### config.mk
export PLATFORM = sky130hd
export DESIGN_NAME = uart_rx_core
export DESIGN_NICKNAME = d
export VERILOG_FILES = /design/src/rtl/uart_rx_core.sv
export SDC_FILE = /design/constraint.sdc
export NUM_CORES = 1
export LEC_CHECK = 0
export CELL_PAD_IN_SITES_DETAIL_PLACEMENT = 0
export CELL_PAD_IN_SITES_GLOBAL_PLACEMENT = 2
export CORE_MARGIN = 1
export CORE_UTILIZATION = 45
export CTS_CLUSTER_DIAMETER = 60
export DETAILED_ROUTE_END_ITERATION = 8
export DONT_BUFFER_PORTS = 1
export GPL_TIMING_DRIVEN = 0
export PLACE_DENSITY_LB_ADDON = 0.2
export SYNTH_ARGS = -nofsm -noshare
export SYNTH_HDL_FRONTEND = slang
export SYNTH_SLANG_ARGS = --single-unit
### constraint.sdc
create_clock -name clk -period 3.5 [get_ports clk]
set_input_delay 0.7 -clock clk [delete_from_list [all_inputs] [get_ports clk]]
set_output_delay 0.7 -clock clk [all_outputs]
set_load 0.05 [all_outputs]
### src/rtl/uart_rx_core.sv
// uart_rx_core
// Receive half of the UART. It recovers DBIT-bit, LSB-first frames from the
// asynchronous rx line. Bit timing comes from a 16x oversampling tick.
// Each completed byte is presented through a single-entry holding register
// with a valid/ready handshake.
//
// Ports:
//   clk        system clock, all logic on the rising edge
//   reset      asynchronous, active-high reset
//   s_tick     one-cycle enable pulse at 16x the baud rate
//   rx         asynchronous serial input, idle high
//   rx_data    last accepted byte, stable while rx_valid is high
//   rx_valid   holding register full
//   rx_ready   consumer takes the byte when rx_valid && rx_ready
//   frame_err  one-cycle pulse: stop bit sampled low
//   overrun    one-cycle pulse: completed byte dropped, holding register full
//
// Parameters:
//   DBIT       data bits per frame, 5..8
//   SB_TICK    oversample ticks spent in the stop bit (16 = one stop bit)

module uart_rx_core #(
  parameter int DBIT    = 8,
  parameter int SB_TICK = 16
) (
  input  logic            clk,
  input  logic            reset,
  input  logic            s_tick,
  input  logic            rx,
  output logic [DBIT-1:0] rx_data,
  output logic            rx_valid,
  input  logic            rx_ready,
  output logic            frame_err,
  output logic            overrun
);

  // The tick counter is normally 4 bits wide. It widens only when the stop
  // period is longer than one bit, so that SB_TICK-1 stays reachable.
  localparam int SW = (SB_TICK > 16) ? $clog2(SB_TICK) : 4;

  localparam logic [SW-1:0] S_MID      = SW'(7);
  localparam logic [SW-1:0] S_BIT_END  = SW'(15);
  localparam logic [SW-1:0] S_STOP_END = SW'(SB_TICK - 1);
  localparam logic [2:0]    N_LAST     = 3'(DBIT - 1);

  typedef enum logic [2:0] {
    IDLE,
    START,
    DATA,
    STOP,
    BREAK
  } state_t;

  state_t          state, state_n;
  logic [SW-1:0]   s_cnt, s_cnt_n;
  logic [2:0]      n_cnt, n_cnt_n;
  logic [DBIT-1:0] b_reg, b_reg_n;
  logic            rx_meta, rx_s;
  logic            stop_done;
  logic            stop_ok;

  // Two-flop synchronizer on the raw line. Both flops reset to the idle
  // (high) level, so a reset never looks like a start edge.
  always_ff @(posedge clk or posedge reset) begin
    if (reset) begin
      rx_meta <= 1'b1;
      rx_s    <= 1'b1;
    end else begin
      rx_meta <= rx;
      rx_s    <= rx_meta;
    end
  end

  // State, counter and shift register storage. All next values come from
  // the combinational block below.
  always_ff @(posedge clk or posedge reset) begin
    if (reset) begin
      state <= IDLE;
      s_cnt <= '0;
      n_cnt <= '0;
      b_reg <= '0;
    end else begin
      state <= state_n;
      s_cnt <= s_cnt_n;
      n_cnt <= n_cnt_n;
      b_reg <= b_reg_n;
    end
  end

  // Frame sequencing. A start bit is confirmed half a bit after the falling
  // edge, so every later sample lands near the middle of its bit. stop_done
  // marks the tick that closes the stop bit. stop_ok tells whether the line
  // was high at that tick.
  always_comb begin
    state_n   = state;
    s_cnt_n   = s_cnt;
    n_cnt_n   = n_cnt;
    b_reg_n   = b_reg;
    stop_done = 1'b0;
    stop_ok   = 1'b0;
    unique case (state)
      IDLE: begin
        if (!rx_s) begin
          state_n = START;
          s_cnt_n = '0;
        end
      end
      START: begin
        if (s_tick) begin
          if (s_cnt == S_MID) begin
            if (!rx_s) begin
              state_n = DATA;
              s_cnt_n = '0;
              n_cnt_n = '0;
            end else begin
              // Line went back high before mid start bit: treat it as noise.
              state_n = IDLE;
            end
          end else begin
            s_cnt_n = s_cnt + 1'b1;
          end
        end
      end
      DATA: begin
        if (s_tick) begin
          if (s_cnt == S_BIT_END) begin
            b_reg_n = {rx_s, b_reg[DBIT-1:1]};
            s_cnt_n = '0;
            if (n_cnt == N_LAST) begin
              state_n = STOP;
            end else begin
              n_cnt_n = n_cnt + 1'b1;
            end
          end else begin
            s_cnt_n = s_cnt + 1'b1;
          end
        end
      end
      STOP: begin
        if (s_tick) begin
          if (s_cnt == S_STOP_END) begin
            stop_done = 1'b1;
            stop_ok   = rx_s;
            state_n   = rx_s ? IDLE : BREAK;
          end else begin
            s_cnt_n = s_cnt + 1'b1;
          end
        end
      end
      BREAK: begin
        // Wait out a held-low line so that a break reports only one error.
        if (rx_s) begin
          state_n = IDLE;
        end
      end
      default: begin
        state_n = IDLE;
      end
    endcase
  end

  // Holding register and status pulses. A new byte may replace the held one
  // only when the consumer takes the old one in the same cycle. Otherwise
  // the new byte is dropped and overrun is flagged.
  always_ff @(posedge clk or posedge reset) begin
    if (reset) begin
      rx_data   <= '0;
      rx_valid  <= 1'b0;
      frame_err <= 1'b0;
      overrun   <= 1'b0;
    end else begin
      frame_err <= stop_done && !stop_ok;
      overrun   <= 1'b0;
      if (stop_done && stop_ok) begin
        if (!rx_valid || rx_ready) begin
          rx_data  <= b_reg;
          rx_valid <= 1'b1;
        end else begin
          overrun <= 1'b1;
        end
      end else if (rx_valid && rx_ready) begin
        rx_valid <= 1'b0;
      end
    end
  end

endmodule

==> results of run 1 <==
-- final timing paths --
kind,endpoint,slack [ps],depth (start not counted)
min in group asynchronous,rx_data[1],560,1
max in group asynchronous,s_cnt[2],2260,1
min reg2reg,rx_s,360,0
max reg2reg,rx_data[6],1620,6
max,rx_data[6],1620,6
min,rx_s,360,0
-- cell type report --
type	count	share of cell area [%]
buffer	7	3.411
clock buffer	7	3.411
clock inverter	1	0.3101
inverter	3	0.6977
multi-input combinational	81	40.54
sequential	31	48.22
tap	44	3.411
-- metrics by stage --
stage / cells / utilization (%) / cell area (µm²)
floorplan: 122 / - / 1499
global placement: 166 / 50.08 / 1554
detailed placement: 166 / 50.08 / 1554
CTS: 174 / 52.02 / 1614
global route: 174 / 52.02 / 1614
finish: 174 / 52.02 / 1614
-- power groups by stage --
stage | registers, mW | clock network [mW] | logic, mW
2_1_floorplan | 0.446 | 0 | 0.248
3_3_place_gp | 0.453 | 0 | 0.283
3_5_place_dp | 0.456 | 0 | 0.293
4_1_cts | 0.449 | 0.224 | 0.294
5_1_grt | 0.456 | 0.236 | 0.338
6_report | 0.448 | 0.216 | 0.294
-- placed cells by master, fill, tap and decap left out, types with 2 or more instances in the layout --
master and instances:
sky130_fd_sc_hd__nand2_1 8, sky130_fd_sc_hd__nor3b_1 2, sky130_fd_sc_hd__buf_2 4, sky130_fd_sc_hd__mux2_4 8
sky130_fd_sc_hd__a21oi_1 3, sky130_fd_sc_hd__nand3_1 5, sky130_fd_sc_hd__dfrtp_1 29, sky130_fd_sc_hd__dfstp_2 2
sky130_fd_sc_hd__and3_4 2, sky130_fd_sc_hd__clkbuf_4 5, sky130_fd_sc_hd__nor3_1 4, sky130_fd_sc_hd__buf_4 2
sky130_fd_sc_hd__o21ai_0 3, sky130_fd_sc_hd__mux2_2 9, sky130_fd_sc_hd__ha_1 3, sky130_fd_sc_hd__nor2_1 8
sky130_fd_sc_hd__mux2i_1 3, sky130_fd_sc_hd__inv_1 3, sky130_fd_sc_hd__nor2b_1 4, sky130_fd_sc_hd__nand2b_1 3
-- worst max-delay path: stages, from the launching register on --
cell and delay (ps):
sky130_fd_sc_hd__dfrtp_1 390, sky130_fd_sc_hd__ha_1 260, sky130_fd_sc_hd__and3_4 240, sky130_fd_sc_hd__and3_4 220, sky130_fd_sc_hd__and4_4 240, sky130_fd_sc_hd__buf_12 130, sky130_fd_sc_hd__mux2_4 300
-- kinds of logic after synthesis --
kind of cell | count (synthesis) | share of synthesized area [%]
adders and majority gates | 3 | 2.504
buffers and inverters | 10 | 4.424
muxes | 21 | 17.53
xor gates and xnor gates | 1 | 0.5844
AOI/OAI and AO/OA | 14 | 6.928
and+or+nand+nor | 42 | 16.11
DFF | 31 | 51.92
-- per-layer routing --
| metal | vias up | routed length [µm] |
|---|---|---|
| met5 | - | 0 |
| met1 | 429 | 1241 |
| met4 | 0 | 34 |
| li1 | 442 | - |
| met2 | 18 | 1072 |
| met3 | 4 | 86 |
==> impl_summary.txt, run 1 <==
----------------------------------------------------
[Critical path]
  Crit path launch type ... flop
  Nature of the critical path endpoint ... flop
  Critical path start-end classification ... reg2reg
  Reg-to-reg critical path startpoint ... s_cnt[0]
  Required @ worst endpoint ... 3710 ps
  Data arrival at the endpoint of the critical path ... roughly 2100 ps
  Worst-path maximum fanout ... 8
  Worst setup path startpoint ... s_cnt[0]

[Logic synthesis]
  Async S/R FF share, synth ... 100.0%
  Top flip-flop cell by instance count after synthesis ... sky130_fd_sc_hd__dfrtp_1
  Avg Cell Area, Syn ... 12.29 µm²
  Area fraction of the dominant cell type after synthesis ... 48.41%
  Library cell with the largest summed area after synthesis ... sky130_fd_sc_hd__dfrtp_1
  Netlist area before placement ... between 1000 and 1500 µm²
  Number of flip-flops and latches in the synthesized netlist ... 31
  Largest cells by area after synthesis ... sky130_fd_sc_hd__dfrtp_1, sky130_fd_sc_hd__mux2_4, sky130_fd_sc_hd__mux2_2, sky130_fd_sc_hd__dfstp_2, sky130_fd_sc_hd__ha_1
  Instance count of the mapped netlist ... around 120
  Share of the yosys chip area belonging to registers ... about half
  Post-synth net total ... 130
  List of most frequent post-synthesis cells ... sky130_fd_sc_hd__dfrtp_1, sky130_fd_sc_hd__mux2_2, sky130_fd_sc_hd__mux2_4, sky130_fd_sc_hd__nand2_1, sky130_fd_sc_hd__nor2_1
  EDFF count, synth ... 0
  Distinct cell type count after synthesis ... 36
  Total of warnings raised by yosys ... 0
  Most frequent cell after synthesis ... sky130_fd_sc_hd__dfrtp_1

[Routing]
  Mean number of vias per cell ... approximately 5.1
  Final routed wire length divided by cell count ... 13.99 µm
  Drt pass-1 iters ... 4
  Total length of routed wires ... about 2400 µm
  ANT nets after route ... 0
  Total DRC errors in the routed layout ... 0
  Vias after detailed routing ... 893
  DRC violation total after the first TritonRoute iteration ... 18

[Timing]
  Pins over their slew limit ... 0
  Max transition margin ... 23.68%
  Period Utilization, post-route ... approximately 54%
  Shortest period the worst path allows ... 1881 ps
  Minimum hold slack ... 359.2 ps
  Highest clock rate ... 531.5 MHz
  Least-Margin Pin Slew ... 1144 ps
  Minimum setup slack in the final design ... 1619 ps
  Final number of hold-violating endpoints ... 0
  Setup_tns ... 0 ps
  RSZ-0062 raised after global routing ... false
  Final setup viols ... 0
  Worst clock skew ... between 7 and 8 ps

[Placement]
  Gp weighted congestion ... 0.7215
  Worst setup slack after placement ... roughly 1600 ps
  I/O Buffers ... 0
  HPWL after detailed placement ... 1703 µm

[Power]
  Internal power of the cells ... 0.6452 mW
  Leakage ... 0.7583 nW
  Maximum VDD drop ... 0.0002221 V
  Sequential share of power ... 46.8%
  Share of total power consumed by net switching ... approximately a third
  Clock network fraction of total power ... 22.5%
  Part of the total power dissipated in combinational logic ... 30.7%
  Power per cell area ... ~590 nW/µm²
  Power consumption ... 0.9576 mW
  Switching component of the power ... about 0.31 mW

[Die]
  Standard-cell row count ... 20
  Top-level I/O count ... 16
  Total core area ... 3103 µm²
  Die width ... 59.72 µm
  Initial cell density of the core ... 48.31%
  Die area ... between 3000 and 4000 µm²
  Die H ... 59.72 µm

[Clocking]
  Clock buffer count from CTS ... 5
  Buffer levels on the longest clock path ... 2
  Number of H-tree branching levels ... 2
  Buffers inserted during post-CTS setup optimization ... 0
  Clock latency at the later pin of the worst-skew pair ... 320 ps
  Clock slew seen by the registers of the worst setup and hold paths ... 90 ps
  Resized Gates After CTS ... 0
  Post-CTS Hold Buffers ... 0
  Num Clock Sinks ... 31
  TritonCTS clock tree ... yes
  Clock root cell ... sky130_fd_sc_hd__clkbuf_4

[Hold path]
  Startpoint of the worst hold path ... rx_meta
  Tightest Hold Check Type ... reg2reg

[Global routing]
  GRT met3 Usage ... 5.411%
  Global-route track usage on met1 ... 22.44%
  GRT Overall Usage ... 16.25%
  Initial antenna violation count ... 0
  First-pass GRT wire length ... 4181 µm
  Busiest layer in global routing ... met2
  Grt total ovfl ... 0
  Pin count of the biggest net entering global routing ... 32
  Global routing met2 resource utilization ... 23.17%
  Vias in the first global route ... around 900

[Final layout]
  Nets@finish ... 137
  Area used by sequential logic in the layout ... 778.2 µm²
  Fillers ... 292
  Share of layout cells above drive strength 1 ... 32.31%
  Area of the multi-input gates ... 654.4 µm²
  Area Overhead vs Synth ... 7.680%
  Antenna diode count ... 0

[Run]
  Max-cap violations ... 0

[Outcome]
  Outcome ... finished clean

----------------------------------------------------
Power figures use the tool's default switching activity.
==> run 2, diff against run 1 <==
Settings changed: CORE_UTILIZATION 45 to 38.
Clock period 3.5 ns to 1.6 ns, I/O delays scaled along.
==> run 2 against run 1 <==
Against the previous run: the run now ends with setup timing left; clock power increased to 3.7 times the previous value; die area increased by 18%; setup slack got worse by 1700 ps; maximum frequency increased by 12%; global-route usage decreased by 1.1 points; critical endpoint is now rx_data[1].
==> impl_summary.txt, run 2 (synthesis gave the netlist of run 1 again) <==
----------------------------------------------------
[Clocking]
  Clock buffer count from CTS ... 5 (unchanged)
  Number of H-tree branching levels ... 2 (unchanged)
  Clock root cell ... sky130_fd_sc_hd__clkbuf_8
  TritonCTS clock tree ... yes
  Clock slew seen by the registers of the worst setup and hold paths ... 70 ps (-20 ps)
  Clock latency at the later pin of the worst-skew pair ... 280 ps (-40 ps)
  Num Clock Sinks ... 31 (unchanged)
  Buffer levels on the longest clock path ... 2 (unchanged)

[Run]
  Max-cap violations ... 0 (unchanged)

[Timing]
  Final number of hold-violating endpoints ... 0 (unchanged)
  Minimum setup slack in the final design ... -81.36 ps (-1700 ps)
  Least-Margin Pin Slew ... 1176 ps (+32.15 ps)
  Pins over their slew limit ... 0 (unchanged)
  Setup_tns ... -696.5 ps (-696.5 ps)
  Final setup viols ... 11 (+11)
  Shortest period the worst path allows ... 1681 ps (-200.1 ps)
  Worst clock skew ... 3.967 ps (-3.960 ps)
  Highest clock rate ... 594.8 MHz (+12%)
  RSZ-0062 raised after global routing ... true
  Max transition margin ... 21.53% (-2.1 points)
  Period Utilization, post-route ... 105.1% (+51 points)

[Placement]
  Gp weighted congestion ... 0.7476 (+3.6%)
  I/O Buffers ... 0 (unchanged)
  HPWL after detailed placement ... 1770 µm (+3.9%)

[Power]
  Power per cell area ... 1432 nW/µm² (+140%)
  Share of total power consumed by net switching ... 30.25% (-2.4 points)
  Clock network fraction of total power ... 30.8% (+8.3 points)
  Maximum VDD drop ... 0.0006198 V (+180%)
  Internal power of the cells ... 1.808 mW (+180%)
  Leakage ... 0.8284 nW (+9.2%)
  Switching component of the power ... 0.7843 mW (+150%)
  Power consumption ... 2.592 mW (+170%)
  Sequential share of power ... 38.0% (-8.8 points)
  Part of the total power dissipated in combinational logic ... 31.2% (+0.5 points)

[Routing]
  Total length of routed wires ... 2741 µm (+13%)
  DRC violation total after the first TritonRoute iteration ... 94 (+76)
  Drt pass-1 iters ... 2 (-2)
  Vias after detailed routing ... 946 (+5.9%)
  Mean number of vias per cell ... 5.141 (+0.18%)
  Final routed wire length divided by cell count ... 14.90 µm (+6.5%)
  Total DRC errors in the routed layout ... 0 (unchanged)
  ANT nets after route ... 0 (unchanged)

[Final layout]
  Share of layout cells above drive strength 1 ... 41.18% (+8.9 points)
  Nets@finish ... 143 (+4.4%)
  Most common cell after layout, fill and taps aside ... sky130_fd_sc_hd__dfrtp_1
  Area Overhead vs Synth ... 20.78%
  Antenna diode count ... 0 (unchanged)
  Commonest cells after routing, fill and taps aside ... sky130_fd_sc_hd__dfrtp_1, sky130_fd_sc_hd__mux2_4, sky130_fd_sc_hd__buf_4

[Outcome]
  Outcome ... complete, but fails checks
  Violations in the final reports ... setup timing

[Global routing]
  Vias in the first global route ... 1,051 (+17%)
  GRT Overall Usage ... 15.12% (-1.1 points)
  Grt total ovfl ... 0 (unchanged)
  Pin count of the biggest net entering global routing ... 32 (unchanged)
  Initial antenna violation count ... 0 (unchanged)
  First-pass GRT wire length ... 4685 µm (+12%)

[Hold path]
  Tightest Hold Check Type ... in2reg

[Critical path]
  Data arrival at the endpoint of the critical path ... 1850 ps (-240 ps)
  R2R setup slack ... -80 ps (-1700 ps)
  Required @ worst endpoint ... 1770 ps (-1940 ps)
  Nature of the critical path endpoint ... flop
  Crit path launch type ... flop
  Worst-path maximum fanout ... 8 (unchanged)
  Critical path start-end classification ... reg2reg

[Die]
  Total core area ... 3716 µm² (+20%)
  Initial cell density of the core ... 40.34% (-8.0 points)
  Die width ... 64.81 µm (+8.5%)
  Top-level I/O count ... 16 (unchanged)
  Standard-cell row count ... 22 (+10%)
  Die H ... 64.81 µm (+8.5%)
  Die area ... 4200 µm² (+18%)

----------------------------------------------------
run 2: routing by layer:
metal / global-route usage (%) / vias to the layer above / share of wire [%]
met5: 0 / - / 0
met4: 8.056 / 0 / 1.7
met3: 6.162 / 7 / 3.5
met2: 24.35 / 17 / 49
met1: 16.92 / 470 / 46
li1: - / 452 / -
run 2: cell type report:
type | instances | area, µm²
Timing Repair Buffer | 7 | 52.55
Fill cell | 347 | 1906
Buffer | 6 | 52.55
Tap cell | 48 | 60.06
Multi-Input combinational cell | 81 | 738.2
Clock buffer | 6 | 82.58
Clock inverter | 2 | 35.03
Sequential cell | 31 | 778.2
Inverter | 3 | 11.26
run 2: power groups by stage:
stage	Combinational [mW]	Clock, mW	Sequential, mW
2_1_floorplan	0.545	0	0.977
3_3_place_gp	0.634	0	0.992
3_5_place_dp	0.645	0	0.996
4_1_cts	0.783	0.822	0.984
5_1_grt	0.899	0.858	1.00
6_report	0.810	0.799	0.984
run 2: final timing paths:
check | startpoint | end | cells after the start
worst max register to register | s_cnt[1] | rx_data[1] | 6
min in group asynchronous | reset | s_cnt[0] | 1
worst min-delay path | rx | rx_meta | 0
worst max-delay path | s_cnt[1] | rx_data[1] | 6
max in group asynchronous | reset | n_cnt[1] | 1
worst min register to register | rx_meta | rx_s | 0
run 2: repair_timing:
item | CTS | global route
pin swaps | 4 | 3
hold endpoints to repair | 0 | 0
resized for setup | 10 | 10
hold buffers | 0 | 0
endpoints found under the setup margin | 21 | 23
setup buffers | 7 | 0
run 2: metrics by stage:
stage	std cells	utilization [%]	hold slack [ps]	worst slack (ps)	instance area [µm²]
after floorplan	122	-	324.5	-77.06	1504
after global placement	170	42.09	324.6	-175.4	1564
after detailed placement	170	42.09	324.6	-199.2	1564
after CTS	184	47.54	22.67	-113.3	1767
after global routing	184	48.72	14.85	-157.1	1810
final	184	48.72	32.68	-81.36	1810
run 2: critical path: stages (launching register included):
cell and delay [ps]:
sky130_fd_sc_hd__dfrtp_1 390, sky130_fd_sc_hd__ha_4 160, sky130_fd_sc_hd__and3_4 170, sky130_fd_sc_hd__and3_4 200, sky130_fd_sc_hd__and4_4 220, sky130_fd_sc_hd__buf_12 130, sky130_fd_sc_hd__mux2_4 290
